[src/rtl/axi_pkg.sv]
// Subset of the AXI type and constant definitions that the SRAM slave relies on.
package axi_pkg;
    typedef logic [1:0] burst_t;
    typedef logic [1:0] resp_t;
    typedef logic [2:0] size_t;
    typedef logic [7:0] len_t;
    typedef logic [5:0] atop_t;
    typedef logic [3:0] cache_t;
    typedef logic [2:0] prot_t;
    typedef logic [3:0] qos_t;
    typedef logic [3:0] region_t;

    localparam burst_t BURST_FIXED = 2'b00;
    localparam burst_t BURST_INCR  = 2'b01;
    localparam burst_t BURST_WRAP  = 2'b10;
    localparam resp_t  RESP_OKAY   = 2'b00;
    localparam resp_t  RESP_SLVERR = 2'b10;
endpackage

[src/rtl/ariane_axi.sv]
// Subset of the Ariane AXI channel structs used on the crossbar slave side.
package ariane_axi;
    localparam int unsigned IdWidthSlave = 5;
    localparam int unsigned AddrWidth    = 64;
    localparam int unsigned DataWidth    = 64;
    localparam int unsigned UserWidth    = 1;

    typedef logic [IdWidthSlave-1:0] id_slv_t;
    typedef logic [AddrWidth-1:0]    addr_t;
    typedef logic [DataWidth-1:0]    data_t;
    typedef logic [DataWidth/8-1:0]  strb_t;
    typedef logic [UserWidth-1:0]    user_t;

    typedef struct packed {
        id_slv_t          id;
        addr_t            addr;
        axi_pkg::len_t    len;
        axi_pkg::size_t   size;
        axi_pkg::burst_t  burst;
        logic             lock;
        axi_pkg::cache_t  cache;
        axi_pkg::prot_t   prot;
        axi_pkg::qos_t    qos;
        axi_pkg::region_t region;
        axi_pkg::atop_t   atop;
        user_t            user;
    } aw_chan_slv_t;

    typedef struct packed {
        data_t data;
        strb_t strb;
        logic  last;
        user_t user;
    } w_chan_t;

    typedef struct packed {
        id_slv_t        id;
        axi_pkg::resp_t resp;
        user_t          user;
    } b_chan_slv_t;

    typedef struct packed {
        id_slv_t          id;
        addr_t            addr;
        axi_pkg::len_t    len;
        axi_pkg::size_t   size;
        axi_pkg::burst_t  burst;
        logic             lock;
        axi_pkg::cache_t  cache;
        axi_pkg::prot_t   prot;
        axi_pkg::qos_t    qos;
        axi_pkg::region_t region;
        user_t            user;
    } ar_chan_slv_t;

    typedef struct packed {
        id_slv_t        id;
        data_t          data;
        axi_pkg::resp_t resp;
        logic           last;
        user_t          user;
    } r_chan_slv_t;

    typedef struct packed {
        aw_chan_slv_t aw;
        logic         aw_valid;
        w_chan_t      w;
        logic         w_valid;
        logic         b_ready;
        ar_chan_slv_t ar;
        logic         ar_valid;
        logic         r_ready;
    } req_slv_t;

    typedef struct packed {
        logic         aw_ready;
        logic         ar_ready;
        logic         w_ready;
        logic         b_valid;
        b_chan_slv_t  b;
        logic         r_valid;
        r_chan_slv_t  r;
    } resp_slv_t;
endpackage

[src/rtl/axi_sram_slave_pkg.sv]
// Block-level constants and helpers shared by the SRAM slave and its address generator.
package axi_sram_slave_pkg;
    localparam int unsigned BeatCntWidth = 8;

    function automatic logic [63:0] beat_bytes(input axi_pkg::size_t size);
        return 64'd1 << size;
    endfunction
endpackage

[src/rtl/axi_sram_slave_addr_gen.sv]
// Next-beat byte address for an AXI burst.
module axi_sram_addr_gen
    import axi_pkg::*;
    import axi_sram_slave_pkg::*;
(
    input  logic [63:0] addr_i,
    input  size_t       size_i,
    input  burst_t      burst_i,
    output logic [63:0] next_addr_o
);
    // WRAP advances like INCR: no wrap boundary is applied.
    always_comb begin
        case (burst_i)
            BURST_FIXED:            next_addr_o = addr_i;
            BURST_INCR, BURST_WRAP: next_addr_o = addr_i + beat_bytes(size_i);
            default:                next_addr_o = addr_i + beat_bytes(size_i);
        endcase
    end
endmodule

[src/rtl/axi_sram_slave.sv]
// AXI4 slave bridging one transaction at a time onto a single-port 64-bit SRAM.
module axi_sram_slave
    import axi_pkg::*;
    import axi_sram_slave_pkg::*;
#(
    parameter int unsigned SramAddrWidth = 16,
    parameter bit          ResetSramPrio = 1'b0
) (
    input  logic                     clk_i,
    input  logic                     rst_i,
    input  ariane_axi::req_slv_t     axi_req_i,
    output ariane_axi::resp_slv_t    axi_resp_o,
    output logic                     req_o,
    output logic                     we_o,
    output logic [SramAddrWidth-1:0] addr_o,
    output logic [63:0]              wdata_o,
    output logic [7:0]               be_o,
    input  logic [63:0]              rdata_i
);
    typedef enum logic [2:0] {IDLE, RD_REQ, RD_DATA, WR_DATA, WR_RESP} state_e;

    state_e                  state_q, state_d;
    ariane_axi::id_slv_t     id_q, id_d;
    logic [63:0]             addr_q, addr_d, addr_next;
    len_t                    len_q, len_d;
    size_t                   size_q, size_d;
    burst_t                  burst_q, burst_d;
    atop_t                   atop_q, atop_d;
    logic [BeatCntWidth-1:0] beat_q, beat_d;
    logic                    err_q, err_d;
    logic                    prio_q, prio_d;   // 1: write wins the next AR/AW collision
    logic                    rd_first_q;
    logic [63:0]             rdata_q;
    logic                    grant_rd, grant_wr, last_beat;
    logic                    unused_ok;

    assign unused_ok = ^{axi_req_i.ar.lock, axi_req_i.ar.cache, axi_req_i.ar.prot,
                         axi_req_i.ar.qos, axi_req_i.ar.region, axi_req_i.ar.user,
                         axi_req_i.aw.lock, axi_req_i.aw.cache, axi_req_i.aw.prot,
                         axi_req_i.aw.qos, axi_req_i.aw.region, axi_req_i.aw.user,
                         axi_req_i.w.user};

    axi_sram_addr_gen i_addr_gen (
        .addr_i      (addr_q),
        .size_i      (size_q),
        .burst_i     (burst_q),
        .next_addr_o (addr_next)
    );

    assign grant_rd  = axi_req_i.ar_valid && (!axi_req_i.aw_valid || !prio_q);
    assign grant_wr  = axi_req_i.aw_valid && (!axi_req_i.ar_valid ||  prio_q);
    assign last_beat = (beat_q == len_q);

    always_ff @(posedge clk_i or posedge rst_i) begin
        if (rst_i) begin
            state_q    <= IDLE;
            id_q       <= '0;
            addr_q     <= '0;
            len_q      <= '0;
            size_q     <= '0;
            burst_q    <= '0;
            atop_q     <= '0;
            beat_q     <= '0;
            err_q      <= 1'b0;
            prio_q     <= ResetSramPrio;
            rd_first_q <= 1'b0;
            rdata_q    <= '0;
        end else begin
            state_q    <= state_d;
            id_q       <= id_d;
            addr_q     <= addr_d;
            len_q      <= len_d;
            size_q     <= size_d;
            burst_q    <= burst_d;
            atop_q     <= atop_d;
            beat_q     <= beat_d;
            err_q      <= err_d;
            prio_q     <= prio_d;
            rd_first_q <= (state_q == RD_REQ);
            // SRAM data is only valid in the cycle after the strobe; hold it for stalls.
            if (rd_first_q) rdata_q <= rdata_i;
        end
    end

    always_comb begin
        state_d = state_q;
        id_d    = id_q;
        addr_d  = addr_q;
        len_d   = len_q;
        size_d  = size_q;
        burst_d = burst_q;
        atop_d  = atop_q;
        beat_d  = beat_q;
        err_d   = err_q;
        prio_d  = prio_q;
        case (state_q)
            IDLE: begin
                if (grant_rd) begin
                    id_d    = axi_req_i.ar.id;
                    addr_d  = axi_req_i.ar.addr;
                    len_d   = axi_req_i.ar.len;
                    size_d  = axi_req_i.ar.size;
                    burst_d = axi_req_i.ar.burst;
                    beat_d  = '0;
                    state_d = RD_REQ;
                    if (axi_req_i.aw_valid) prio_d = 1'b1;
                end else if (grant_wr) begin
                    id_d    = axi_req_i.aw.id;
                    addr_d  = axi_req_i.aw.addr;
                    len_d   = axi_req_i.aw.len;
                    size_d  = axi_req_i.aw.size;
                    burst_d = axi_req_i.aw.burst;
                    atop_d  = axi_req_i.aw.atop;
                    beat_d  = '0;
                    err_d   = 1'b0;
                    state_d = WR_DATA;
                    if (axi_req_i.ar_valid) prio_d = 1'b0;
                end
            end
            RD_REQ: state_d = RD_DATA;
            RD_DATA: begin
                if (axi_req_i.r_ready) begin
                    if (last_beat) begin
                        state_d = IDLE;
                    end else begin
                        addr_d  = addr_next;
                        beat_d  = beat_q + 1'b1;
                        state_d = RD_REQ;
                    end
                end
            end
            WR_DATA: begin
                if (axi_req_i.w_valid) begin
                    addr_d = addr_next;
                    beat_d = beat_q + 1'b1;
                    if (atop_q != '0) err_d = 1'b1;
                    if (axi_req_i.w.last || last_beat) state_d = WR_RESP;
                end
            end
            WR_RESP: if (axi_req_i.b_ready) state_d = IDLE;
            default: state_d = IDLE;
        endcase
    end

    always_comb begin
        axi_resp_o = '0;
        req_o      = 1'b0;
        we_o       = 1'b0;
        wdata_o    = '0;
        be_o       = '0;
        addr_o     = addr_q[SramAddrWidth+2:3];
        case (state_q)
            IDLE: begin
                axi_resp_o.ar_ready = grant_rd;
                axi_resp_o.aw_ready = grant_wr;
            end
            RD_REQ: req_o = 1'b1;
            RD_DATA: begin
                axi_resp_o.r_valid = 1'b1;
                axi_resp_o.r.id    = id_q;
                axi_resp_o.r.data  = rd_first_q ? rdata_i : rdata_q;
                axi_resp_o.r.resp  = RESP_OKAY;
                axi_resp_o.r.last  = last_beat;
            end
            WR_DATA: begin
                axi_resp_o.w_ready = 1'b1;
                // Atomics are drained without touching the SRAM.
                if (axi_req_i.w_valid && atop_q == '0) begin
                    req_o   = 1'b1;
                    we_o    = 1'b1;
                    wdata_o = axi_req_i.w.data;
                    be_o    = axi_req_i.w.strb;
                end
            end
            WR_RESP: begin
                axi_resp_o.b_valid = 1'b1;
                axi_resp_o.b.id    = id_q;
                axi_resp_o.b.resp  = err_q ? RESP_SLVERR : RESP_OKAY;
            end
            default: ;
        endcase
    end
endmodule
[config.mk]
export PLATFORM = sky130hd
export DESIGN_NAME = axi_sram_slave
export DESIGN_NICKNAME = d
export VERILOG_FILES = /design/src/rtl/axi_pkg.sv /design/src/rtl/ariane_axi.sv /design/src/rtl/axi_sram_slave_pkg.sv /design/src/rtl/axi_sram_slave_addr_gen.sv /design/src/rtl/axi_sram_slave.sv
export SDC_FILE = /design/constraint.sdc
export NUM_CORES = 1
export LEC_CHECK = 0
export BUFFER_PORTS_ARGS = -buffer_cell sky130_fd_sc_hd__buf_2
export CAP_MARGIN = 15
export CORE_AREA = 3 3 202 204
export DETAILED_ROUTE_END_ITERATION = 10
export DIE_AREA = 0 0 205 207
export PLACE_DENSITY = 0.51
export SETUP_SLACK_MARGIN = 0.05
export SLEW_MARGIN = 20
export SYNTH_ARGS = -nofsm -noshare
export SYNTH_HDL_FRONTEND = slang
export SYNTH_SLANG_ARGS = --single-unit
[constraint.sdc]
create_clock -name clk_i -period 5.87 [get_ports clk_i]
set_input_delay 1.174 -clock clk_i [delete_from_list [all_inputs] [get_ports clk_i]]
set_output_delay 1.174 -clock clk_i [all_outputs]
set_load 0.05 [all_outputs]
==> results of run 1 <==
## cell usage after synthesis (3+ instances only)
cell type	n	share of area [%]
o21ai_1	7	0.49
nand2_1	115	6.0
a31oi_1	20	1.7
inv_1	13	0.68
nor3_1	4	0.28
clkbuf_1	39	2.0
nor4_1	4	0.35
a21o_1	3	0.31
mux2_2	66	10
and2_1	75	6.6
o21ai_0	28	2.0
and3_1	79	6.9
a21oi_1	32	2.2
xnor2_1	15	1.8
nor3b_1	4	0.42
o31ai_1	7	0.73
buf_4	22	2.3
nand2b_1	8	0.70
o211ai_1	5	0.52
nand4_1	5	0.44
ha_1	9	1.6
buf_2	15	1.0
dfrtp_1	121	42
nand3_1	20	1.4
nor2_1	39	2.0
## kinds of logic after synthesis
kind of cell | synth area share, %
XOR/XNOR | 1.96
flip-flops | 42.3
buffers and inverters | 6.14
multiplexers | 10.7
adder cells (fa/ha/maj) | 1.85
AND/OR/NAND/NOR | 27.5
AO/OA/AOI/OAI | 9.48
other | 0.0524
## worst paths after layout
path	start	end	slack, ns	cells after the start
worst max-delay path	state_q[2]$_DFFE_PP0P_	wdata_o[48]	1.57	8
worst min-delay path	atop_q[0]$_DFFE_PP0P_	atop_q[0]$_DFFE_PP0P_	0.47	2
worst max register to register	size_q[0]$_DFFE_PP0P_	addr_q[17]$_DFFE_PP0P_	2.93	9
worst min register to register	atop_q[0]$_DFFE_PP0P_	atop_q[0]$_DFFE_PP0P_	0.47	2
max in group asynchronous	rst_i	rdata_q[24]$_DFF_PP0_	3.90	3
min in group asynchronous	rst_i	rdata_q[43]$_DFF_PP0_	0.88	2
## area by class of cell
| cell class | count | area (µm²) | area share [%] |
|---|---|---|---|
| Tap cell | 525 | 657 | 6.51 |
| Clock inverter | 14 | 125 | 1.24 |
| Multi-Input combinational cell | 587 | 3730 | 37.0 |
| Sequential cell | 121 | 3030 | 30.1 |
| Inverter | 13 | 53.8 | 0.534 |
| Timing Repair Buffer | 404 | 2050 | 20.3 |
| Clock buffer | 18 | 439 | 4.36 |
| Antenna cell | 2 | 5.00 | 0.0496 |
## worst max-delay path, stage by stage, from the launching register on
cell	delay (ns)
dfrtp_1	0.66
nor2b_2	0.20
buf_4	0.29
and2_1	0.28
nand2_1	0.12
nor2_4	0.09
buf_4	0.43
and2_1	0.30
buf_2	0.30
## layer usage
layer | global-route usage (%) | part of all wire [%] | vias to the layer above
met4 | 3.61 | 1.6 | 6
met3 | 4.46 | 9.1 | 30
met2 | 18.1 | 44 | 241
met1 | 15.5 | 45 | 3235
met5 | 0 | 0.10 | -
li1 | - | - | 3409
## power breakdown
| part | switching [W] | internal (W) | leakage (nW) |
|---|---|---|---|
| Combinational | 0.00200 | 0.00101 | 3.62 |
| Sequential | 0.000302 | 0.00125 | 1.43 |
| Clock | 0.000430 | 0.000593 | 0.261 |
## through the flow
stage	total power [W]	hold WS, ns	setup WS [ns]	utilization [%]	instances
after floorplan	0.00390	0.446	1.48	-	798
after global placement	0.00458	0.460	2.07	24.1	1650
after detailed placement	0.00463	0.464	2.00	24.1	1650
after CTS	0.00568	0.480	1.51	25.5	1682
after global routing	0.00601	0.501	1.34	25.6	1684
final	0.00558	0.473	1.57	25.6	1684
## flip-flops by register name, indices dropped and copies added (netlist names)
register    cells
size_q          3
burst_q         2
len_q           8
prio_q          1
state_q         3
rd_first_q      1
err_q           1
rdata_q        64
addr_q         19
atop_q          6
beat_q          8
id_q            5
==> results.py, run 1 <==
metrics = {
    "status": {
        "run_status": "finished, final reports clean",
    },
    "synthesis": {
        "ys_types": 55,
        "synth_area_per_cell_um2": 9.01,
        "synthesis.area_um2": 7150,
        "yosysSeqAreaShare_pct": 42.3,
        "syn_inst": 794,
        "yosys_warnings": 0,
        "ys_ff_latch": 121,
        "synth_ff_type": "dfrtp_1",
        "synth_edf_count": 0,
        "async_flop_share_pct": 100,
    },
    "pwr": {
        "p_leak_nw": 5.32,
        "p_per_area_nw_per_um2": 554,
        "peakVddDrop_uv": 217,
    },
    "cts": {
        "cts_tree": "done",
        "clkSinkCount": 121,
        "clock_latency_ns": 0.44,
        "htreeDepth": 4,
        "cts_hold_buffers": 0,
        "root_buffer": "clkbuf_16",
        "clk_path_buf_depth": 2,
        "cts_buffers": 17,
        "clk_pin_slew_worst_paths_ns": 0.06,
        "post_cts_buffers": 0,
        "cts_resized": 0,
    },
    "job": {
        "maxCapViolations": 0,
    },
    "placed_design": {
        "place.gp.congestion": 0.859,
        "io_buffers": 394,
        "hpwl_um": 19500,
        "placed_area_um2": 9510,
    },
    "layout": {
        "nNetsFinal": 1503,
        "finish.instance_area_um2": 10100,
        "final_common_cell": "buf_2",
        "fillerInstances": 4289,
        "final_cell_mix": "buf_2 (394), dfrtp_1 (119), nand2_1 (115)",
        "areaGrowthSynthToFinish_pct": 41.0,
        "drive_above_1_share_pct": 44.7,
    },
    "sta": {
        "worst_pin_slew_ns": 1.05,
        "tns_ns": 0,
        "final-setup-viol-count": 0,
        "slew_headroom_pct": 29.9,
        "fin_skew_ns": 0.00886,
        "final.period_utilization_pct": 73.3,
        "fin_crit_ns": 4.30,
        "fmax_mhz": 233,
        "finalHoldViolations": 0,
        "maxSlewViolCount": 0,
        "grt_setup_unrepaired": "false",
    },
    "die": {
        "rows": 73,
        "io_pins": 525,
        "die_area_um2": 42400,
        "core-area_um2": 39500,
        "start_util_pct": 18.1,
        "die_w_um": 205,
        "die_height_um": 207,
    },
    "routing": {
        "drt_iter0_drc": 379,
        "via_per_inst": 4.11,
        "drc_errors": 0,
        "num_vias": 6921,
        "drt_first_pass_iters": 4,
        "wl_per_cell_um": 15.4,
        "ant_nets": 0,
        "routed_wl_um": 26000,
    },
    "global_routing": {
        "grt_max_degree": 86,
        "antenna_found_initial": 6,
        "grt_overflow": 0,
        "grt_pass1_vias": 6721,
        "grt_pass1_wl_um": 39200,
        "grt_usage_pct": 11.9,
    },
    "min_path": {
        "hp-class": "reg2reg",
    },
    "worst_setup_path": {
        "crit_required_ns": 4.70,
        "critPathMaxFanout": 73,
        "setup.worst_path.start_class": "register",
        "cp.arrival_ns": 3.13,
        "end_kind": "output pin",
        "worstSetupPathType": "reg2out",
    },
}
Power figures use the tool's default switching activity.
==> run 2: changes to the inputs <==
==> constraint.sdc (replaced) <==
create_clock -name clk_i -period 4.1 [get_ports clk_i]
set_input_delay 0.82 -clock clk_i [delete_from_list [all_inputs] [get_ports clk_i]]
set_output_delay 0.82 -clock clk_i [all_outputs]
set_load 0.05 [all_outputs]
==> run 2 against run 1 <==
- count of clock-buffer cells in the layout unchanged
- critical path depth down 2
- wire length down 0.26%
- global-route usage down 0.12 points
- register-to-register slack worse by 1.9 ns
- worst setup slack worse by 1.1 ns
- sequential power up 35%
- first-iteration DRC count up 24%
- via count up 0.65%
- largest cell class unchanged
==> results.py, run 2 (synthesis gave the netlist of run 1 again) <==
metrics = {
    "status": {
        "run_status": "finished, final reports clean",
    },
    "routing": {
        "wl_per_cell_um": 15.4,
        "ant_nets": 0,
        "drc_errors": 0,
        "via_per_inst": 4.13,
        "num_vias": 6966,
        "drt_iter0_drc": 471,
        "drt_first_pass_iters": 5,
        "routed_wl_um": 25900,
    },
    "layout": {
        "top_regs": "rdata_q (64), addr_q (19)",
        "drive_above_1_share_pct": 44.7,
        "fillerInstances": 4297,
        "seqCellArea_um2": 3030,
        "multiInputGateArea_um2": 3730,
        "post-route-util_pct": 25.8,
        "largest_reg_flops": 64,
        "final_cell_mix": "buf_2 (393), dfrtp_1 (119), nand2_1 (115)",
        "regMostFlops": "rdata_q",
        "areaGrowthSynthToFinish_pct": 42.6,
        "nNetsFinal": 1507,
        "final_common_cell": "buf_2",
    },
    "pwr": {
        "p_leak_nw": 5.38,
        "p_int_w": 0.00429,
        "swShare_pct": 47.6,
        "p_clk_share_pct": 19.5,
        "comb_power_share_pct": 54.9,
        "seq_power_share_pct": 25.6,
        "p_per_area_nw_per_um2": 803,
        "p_switching_w": 0.00390,
        "peakVddDrop_uv": 290,
    },
    "cts": {
        "cts_tree": "done",
        "cts_hold_buffers": 0,
        "clkSinkCount": 121,
        "clk_pin_slew_worst_paths_ns": 0.06,
        "root_buffer": "clkbuf_16",
        "clk_path_buf_depth": 2,
        "clock_latency_ns": 0.43,
        "cts_resized": 0,
        "htreeDepth": 4,
        "post_cts_buffers": 0,
        "cts_buffers": 17,
    },
    "worst_setup_path": {
        "startpoint": "atop_q[2]$_DFFE_PP0P_",
        "r2r_slack_ns": 1.08,
        "crit_required_ns": 3.28,
        "critPathMaxFanout": 38,
        "reg2reg_to": "addr_q[17]$_DFFE_PP0P_",
        "worstSetupPathType": "reg2out",
        "end_kind": "output pin",
        "r2r-start": "size_q[1]$_DFFE_PP0P_",
        "cp.arrival_ns": 2.82,
        "ff2ff_path_depth": 9,
        "critPathCapture": "wdata_o[31]",
        "setup.worst_path.start_class": "register",
    },
    "sta": {
        "finalHoldViolations": 0,
        "grt_setup_unrepaired": "false",
        "fin_crit_ns": 3.64,
        "fin_skew_ns": 0.0108,
        "maxSlewViolCount": 0,
        "tns_ns": 0,
        "slew_headroom_pct": 46.4,
        "final-setup-viol-count": 0,
        "final.period_utilization_pct": 88.9,
        "fin_hold_ws_ns": 0.479,
        "fmax_mhz": 274,
        "worst_pin_slew_ns": 0.803,
    },
    "global_routing": {
        "grt_overflow": 0,
        "grt_usage_pct": 11.7,
        "antenna_found_initial": 4,
        "grt_pass1_vias": 6777,
        "grt_pass1_wl_um": 39200,
        "grt_max_degree": 86,
    },
    "die": {
        "core-area_um2": 39500,
        "die_height_um": 207,
        "io_pins": 525,
        "die_w_um": 205,
        "die_area_um2": 42400,
        "start_util_pct": 18.1,
        "rows": 73,
    },
    "placed_design": {
        "io_buffers": 394,
        "hpwl_um": 19500,
        "place.gp.congestion": 0.898,
    },
    "min_path": {
        "hp-class": "reg2reg",
        "min_path_cells": 2,
    },
    "job": {
        "maxCapViolations": 0,
    },
}
-- run 2: power groups by stage --
stage	combinational, W	sequential [W]	clock (W)
CTS	0.00457	0.00210	0.00166
detailed placement	0.00455	0.00212	0
global placement	0.00451	0.00210	0
global route	0.00490	0.00218	0.00171
floorplan	0.00357	0.00201	0
finish	0.00450	0.00209	0.00160
-- run 2: per-layer routing --
layer / GRT usage (%) / up-vias / part of all wire, %
met4: 3.39 / 4 / 1.5
met3: 4.35 / 25 / 9.4
met2: 17.8 / 262 / 44
li1: - / 3413 / -
met5: 0 / - / 0.073
met1: 15.6 / 3262 / 45
-- run 2: stage by stage --
step / instances / power [W] / area [µm²] / setup slack, ns
final: 1687 / 0.00819 / 10200 / 0.456
after global routing: 1687 / 0.00879 / 10200 / 0.243
after CTS: 1685 / 0.00833 / 10200 / 0.405
after detailed placement: 1654 / 0.00667 / 9580 / 0.869
after global placement: 1654 / 0.00661 / 9580 / 0.919
after floorplan: 798 / 0.00558 / 7170 / 0.0658
-- run 2: critical path, stage by stage, from the launching register on --
cell and delay [ns]:
dfrtp_1 0.37, nor4_1 0.33, nand2_1 0.21, nor2_4 0.55
buf_4 0.38, and2_1 0.24, buf_2 0.29
-- run 2: cell type report --
class | instances | share of cell area [%]
multi-input combinational | 587 | 36.5
tap | 525 | 6.44
clock inverter | 13 | 1.74
timing repair buffer | 408 | 20.8
inverter | 13 | 0.528
clock buffer | 18 | 4.21
antenna | 2 | 0.0491
sequential | 121 | 29.7
-- run 2: how the worst min path moves through the flow --
stage	start	end	slack (ns)
after CTS	atop_q[1]$_DFFE_PP0P_	atop_q[1]$_DFFE_PP0P_	0.48
after global routing	rdata_q[46]$_DFF_PP0_	rdata_q[46]$_DFF_PP0_	0.50
final	atop_q[1]$_DFFE_PP0P_	atop_q[1]$_DFFE_PP0P_	0.48
after detailed placement	atop_q[1]$_DFFE_PP0P_	atop_q[1]$_DFFE_PP0P_	0.47
after floorplan	atop_q[2]$_DFFE_PP0P_	atop_q[2]$_DFFE_PP0P_	0.45
after global placement	atop_q[2]$_DFFE_PP0P_	atop_q[2]$_DFFE_PP0P_	0.46
